`src/rtl/br_puf_eval.sv`:
```
// Evaluation controller for a bistable ring PUF: pulses the ring reset, samples the
// settled ring output NEVAL times, majority-votes a response and hands it off valid/ready.
module br_puf_eval #(
  parameter int unsigned WIDTH         = 64,
  parameter int unsigned RESET_CYCLES  = 4,
  parameter int unsigned SETTLE_CYCLES = 16,
  parameter int unsigned NEVAL         = 3,
  parameter int unsigned CW            = 8
) (
  input  logic             CLK,
  input  logic             RESET,
  input  logic             START,
  input  logic [WIDTH-1:0] C,
  output logic             BUSY,
  output logic [WIDTH-1:0] RING_C,
  output logic             RING_RESET,
  input  logic             RING_OUT,
  output logic             RESP,
  output logic             STABLE,
  output logic [CW-1:0]    ONES,
  output logic             RESP_VALID,
  input  logic             RESP_READY
);

  localparam int unsigned PMAX = (RESET_CYCLES > SETTLE_CYCLES) ? RESET_CYCLES : SETTLE_CYCLES;
  localparam int unsigned TW   = $clog2(PMAX + 1);

  typedef enum logic [2:0] {
    S_IDLE   = 3'd0,
    S_PULSE  = 3'd1,
    S_SETTLE = 3'd2,
    S_SAMPLE = 3'd3,
    S_DONE   = 3'd4
  } state_t;

  state_t           state_q, state_d;
  logic [TW-1:0]    tmr_q, tmr_d;
  logic [CW-1:0]    eval_q, eval_d;
  logic [CW-1:0]    ones_q, ones_d;
  logic [WIDTH-1:0] ring_c_q, ring_c_d;
  logic             ring_reset_q, ring_reset_d;
  logic             busy_q, busy_d;
  logic             resp_q, resp_d;
  logic             stable_q, stable_d;
  logic             resp_valid_q, resp_valid_d;
  logic             sync1_q, sync2_q;

  // Two-flop synchroniser for the asynchronous ring output
  always_ff @(posedge CLK) begin
    if (RESET) begin
      sync1_q <= 1'b0;
      sync2_q <= 1'b0;
    end else begin
      sync1_q <= RING_OUT;
      sync2_q <= sync1_q;
    end
  end

  always_ff @(posedge CLK) begin
    if (RESET) begin
      state_q      <= S_IDLE;
      tmr_q        <= '0;
      eval_q       <= '0;
      ones_q       <= '0;
      ring_c_q     <= '0;
      ring_reset_q <= 1'b0;
      busy_q       <= 1'b0;
      resp_q       <= 1'b0;
      stable_q     <= 1'b0;
      resp_valid_q <= 1'b0;
    end else begin
      state_q      <= state_d;
      tmr_q        <= tmr_d;
      eval_q       <= eval_d;
      ones_q       <= ones_d;
      ring_c_q     <= ring_c_d;
      ring_reset_q <= ring_reset_d;
      busy_q       <= busy_d;
      resp_q       <= resp_d;
      stable_q     <= stable_d;
      resp_valid_q <= resp_valid_d;
    end
  end

  // Next state; the response is registered in the first DONE cycle, once ONES holds the last sample
  always_comb begin
    state_d      = state_q;
    tmr_d        = tmr_q;
    eval_d       = eval_q;
    ones_d       = ones_q;
    ring_c_d     = ring_c_q;
    resp_d       = resp_q;
    stable_d     = stable_q;
    resp_valid_d = 1'b0;

    case (state_q)
      S_IDLE: begin
        if (START) begin
          ring_c_d = C;
          ones_d   = '0;
          eval_d   = '0;
          tmr_d    = '0;
          resp_d   = 1'b0;
          stable_d = 1'b0;
          state_d  = S_PULSE;
        end
      end
      S_PULSE: begin
        if (tmr_q == TW'(RESET_CYCLES - 1)) begin
          tmr_d   = '0;
          state_d = S_SETTLE;
        end else begin
          tmr_d = tmr_q + TW'(1);
        end
      end
      S_SETTLE: begin
        if (tmr_q == TW'(SETTLE_CYCLES - 1)) begin
          tmr_d   = '0;
          state_d = S_SAMPLE;
        end else begin
          tmr_d = tmr_q + TW'(1);
        end
      end
      S_SAMPLE: begin
        ones_d  = ones_q + CW'(sync2_q);
        eval_d  = eval_q + CW'(1);
        state_d = (eval_d == CW'(NEVAL)) ? S_DONE : S_PULSE;
      end
      S_DONE: begin
        if (resp_valid_q && RESP_READY) begin
          state_d = S_IDLE;
        end else begin
          resp_valid_d = 1'b1;
          if (!resp_valid_q) begin
            resp_d   = (ones_q > CW'(NEVAL / 2));
            stable_d = (ones_q == '0) || (ones_q == CW'(NEVAL));
          end
        end
      end
      default: begin
        state_d = S_IDLE;
      end
    endcase

    ring_reset_d = (state_d == S_PULSE);
    busy_d       = (state_d != S_IDLE) && !resp_valid_d;
  end

  assign BUSY       = busy_q;
  assign RING_C     = ring_c_q;
  assign RING_RESET = ring_reset_q;
  assign RESP       = resp_q;
  assign STABLE     = stable_q;
  assign ONES       = ones_q;
  assign RESP_VALID = resp_valid_q;

endmodule

```
`config.mk`:
```
export PLATFORM = sky130hd
export DESIGN_NAME = br_puf_eval
export DESIGN_NICKNAME = d
export VERILOG_FILES = /design/src/rtl/br_puf_eval.sv
export SDC_FILE = /design/constraint.sdc
export NUM_CORES = 1
export LEC_CHECK = 0
export BUFFER_PORTS_ARGS = -buffer_cell sky130_fd_sc_hd__buf_2
export CORE_MARGIN = 1.5
export CORE_UTILIZATION = 44
export DETAILED_ROUTE_END_ITERATION = 12
export MAX_ROUTING_LAYER = met4
export PLACE_DENSITY = 0.8
export RECOVER_POWER = 50
export SLEW_MARGIN = 20
export SYNTH_ARGS = -nofsm -noshare
export SYNTH_HDL_FRONTEND = slang
export SYNTH_SLANG_ARGS = --single-unit
```
`constraint.sdc`:
```
create_clock -name CLK -period 1.6 [get_ports CLK]
set_input_delay 0.16 -clock CLK [delete_from_list [all_inputs] [get_ports CLK]]
set_output_delay 0.16 -clock CLK [all_outputs]
set_load 0.05 [all_outputs]
```
==> results by group <==
Run status
  • Outcome: complete, but fails checks
  • Failing checks: negative setup slack

Critical path
  • CP endpoint kind: flop
  • Crit path required time: ~1.8 ns
  • Crit start category: flop
  • Worst-path fanout max: 4
  • Reg2Reg Depth: 6
  • Worst r2r src: tmr_q[0]$_SDFFE_PP0P_
  • Crit path DAT: between 2 and 2.5 ns
  • Reg-to-Reg End: RING_RESET$_SDFF_PP0_
  • Setup Crit Path Kind: reg2reg
  • R2R setup slack: -0.17 ns
  • Crit path from: tmr_q[0]$_SDFFE_PP0P_

Timing
  • Unrepaired setup endpoints after global routing: true
  • Tcrit/Tclk final: 110.7%
  • Setup violations, final: 3
  • Slew margin rel.: around 54%
  • Max Fclk: between 0.5 and 0.6 GHz
  • Clock Skew: between 0.008 and 0.009 ns
  • Least-Margin Pin Slew: around 0.69 ns
  • Pins Over Slew Limit: 0
  • Setup ws final: -0.1706 ns
  • Min Clock Period, post-route: roughly 1.8 ns
  • Final hold vios: 0

Placed design
  • IO buf count: ~150
  • DP Wirelength: roughly 6900 µm
  • Placer Congestion: roughly 0.84
  • DP Worst Slack: -0.1876 ns

Detailed routing
  • ANT nets after route: 0
  • Starting DRT DRC Count: 177
  • DR WL/cell: 13.27 µm
  • Via density: 5.086
  • Total Routed Length: between 9000 and 10000 µm
  • DRC: 0
  • DRT Pass-1 Iters: 4
  • Total vias in the final route: around 3700

Synth
  • Synth Register Bits: 95
  • Mean Syn Cell Area: ~8.1 µm²
  • Dominant synthesized flop cell: dfxtp_1
  • Unique masters post-synth: 50
  • EDFF count, synth: 0
  • Cells after synthesis: around 470
  • Synth warn: 0
  • Fraction of synthesis flops using an asynchronous set or reset pin: 0%
  • Sequential share of the synthesized area: between 40% and 50%
  • Net Count, Synth: about 550
  • Synth Cell Area: between 0.003 and 0.004 mm²

Min path
  • HP Start: RING_OUT
  • Hold worst-path end: sync1_q$_SDFF_PP0_
  • Hold Path Depth: 2
  • Hold Path Class: in2reg

CTS
  • Worst-case clock buffer depth: 2
  • Max H-tree Level: 3
  • CTS Buf Count: 9
  • Post-CTS Hold Buffers: 0
  • Skew-Pair Late Insertion Delay: approximately 0.35 ns
  • Root Driver: clkbuf_8
  • Clock transition at path regs: approximately 0.090 ns
  • Clock tree sinks: 95
  • CTS tree: done

Floorplan
  • Die Ht: 96.01 µm
  • Initial Util: between 40% and 50%
  • Site row count: 33
  • Die area: roughly 0.0092 mm²
  • Horiz. Die Dim: approximately 96 µm
  • Core ar.: ~0.0083 mm²
  • IO Pins: between 100 and 150

Power and ir drop
  • Sw Share: 31.39%
  • Combinational power share: 18.2%
  • Clk pwr share: between 30% and 40%
  • PD cells: between 1000 and 1500 mW/mm²
  • Leak Pwr: around 2.0 nW
  • Total power: a little over 5 mW
  • Internal: 3.451 mW
  • Switch Pwr: about 1.6 mW
  • Sequential Power Share: between 50 and 60%
  • VDD IR-drop max: around 520 µV

Global routing
  • Gr usage total: approximately a fifth
  • Largest net degree at the start of global routing: 38
  • Overflow left after global routing: 0
  • First-pass GRT wire length: between 10000 and 15000 µm
  • Vias in the first global route: approximately 3300
  • Initial antenna violation count: 0

Cells and area
  • Layout Nets: about 700
  • Layout Area Growth over Synthesis: 31.76%
  • Final Util: roughly three fifths
  • Ant. Diodes: 0
  • Ratio of cells with drive above 1 in the final layout: between 20% and 30%

Flow run
  • Max cap viols: 0
==> synth_stat cells (2+ instances only) <==
master    number  area [µm²]
a211o_1        2       17.52
a211oi_1       6       45.04
a21oi_1       80       400.4
a22oi_1        3       22.52
a311oi_1       2       17.52
a31oi_1        3       18.77
and3_1         2       12.51
and4_1         3       26.28
buf_2         12       60.06
clkbuf_1      20       75.07
dfxtp_1       95        1902
ha_1           7       87.58
inv_1          4       15.01
mux2_2         2       22.52
mux2i_1        2       20.02
nand2_1      138       518.0
nand2b_1       3       18.77
nand3_1        7       35.03
nand3b_1       2       15.01
nand4_1        2       12.51
nor2_1        27       101.4
nor2b_1        5       31.28
nor3_1         8       40.04
nor3b_1        2       15.01
nor4_1         2       12.51
o21a_1         2       15.01
o21ai_0        6       30.03
xnor2_1        2       17.52
==> metal layers <==
metal / global-route usage [%] / routed length (µm) / vias up
met5: - / 0 / -
met4: 7.721 / 72 / 0
met3: 3.712 / 501 / 8
met2: 34.92 / 4917 / 114
met1: 25.19 / 4210 / 1706
li1: - / - / 1890
==> critical path, cell delays in order, from the launching register on <==
cell,delay (ns)
dfxtp_2,0.36
ha_4,0.15
or4b_4,0.47
a211oi_2,0.23
o211ai_1,0.13
o21a_1,0.21
o211a_1,0.13
==> through the flow <==
step / cells / hold slack, ns / cell area, µm² / setup TNS, ns
finish: 731 / 0.02729 / 5015 / -0.2935
global route: 731 / 0.01662 / 5015 / -0.6654
CTS: 730 / 0.005146 / 5042 / -0.2391
detailed placement: 714 / 0.3805 / 4813 / -0.3698
global placement: 714 / 0.3868 / 4813 / -0.1811
floorplan: 471 / 0.2882 / 3845 / -0.1041
==> cell type report <==
type / instances / area, µm²
fillers: 772 / 3284
flip-flops and latches: 95 / 1917
multi-input cells: 338 / 1851
repair buffers: 174 / 908.4
well taps: 105 / 131.4
clock buffers: 9 / 123.9
clock inverters: 6 / 68.82
inverters: 4 / 15.01
==> layout by cell type, fill, tap and decap left out, types with 4 or more instances in the layout <==
master	synthesis	final
buf_2	12	67
buf_4	0	21
ha_1	7	4
clkbuf_2	1	4
dfxtp_2	0	9
nand3_1	7	7
nand2_1	138	137
buf_12	0	4
nor2_1	27	26
clkbuf_8	0	9
inv_1	4	4
dfxtp_1	95	85
clkbuf_1	20	75
o21ai_0	6	4
nor3_1	8	7
a211oi_1	6	5
a21oi_1	80	77
nor2b_1	5	5
==> registers in the layout, summed over array words and instances (netlist names) <==
register / flops
sync2_q: 1
RING_RESET: 1
RESP_VALID: 1
sync1_q: 1
tmr_q: 5
BUSY: 1
RING_C: 64
state_q: 3
ONES: 8
STABLE: 1
eval_q: 8
RESP: 1
==> kinds of logic after synthesis <==
kind of cell | synth area share, %
AND/OR/NAND/NOR | 24.46
AO/OA/AOI/OAI | 17.52
flip-flops | 49.97
buffers and inverters | 4.175
adder cells (fa/ha/maj) | 2.301
multiplexers | 1.118
XOR/XNOR | 0.4603
==> how the worst max path moves through the flow <==
stage | slack, ns | end | cells after the start
floorplan | -0.10 | RING_RESET$_SDFF_PP0_ | 6
global placement | -0.12 | RING_RESET$_SDFF_PP0_ | 6
detailed placement | -0.19 | RING_RESET$_SDFF_PP0_ | 6
CTS | -0.16 | RING_RESET$_SDFF_PP0_ | 6
global route | -0.23 | RING_RESET$_SDFF_PP0_ | 9
finish | -0.17 | RING_RESET$_SDFF_PP0_ | 6
==> power by group through the flow <==
stage                     Combinational, mW  Sequential, mW  Clock, mW
after floorplan                       0.282            2.96          0
after global placement                0.923            2.59          0
after detailed placement              0.938            2.59          0
after CTS                             0.944            2.54       1.63
after global routing                  0.987            2.56       1.71
final                                 0.917            2.54       1.57
==> what timing repair did <==
action / 4_1_cts / 5_1_grt
resized for setup: 6 / 18
setup buffers: 1 / 1
pin swaps: 3 / 6
endpoints found under the setup margin: 5 / 20
cloned: 0 / 0
No activity file was read; power rests on OpenSTA's default activity.
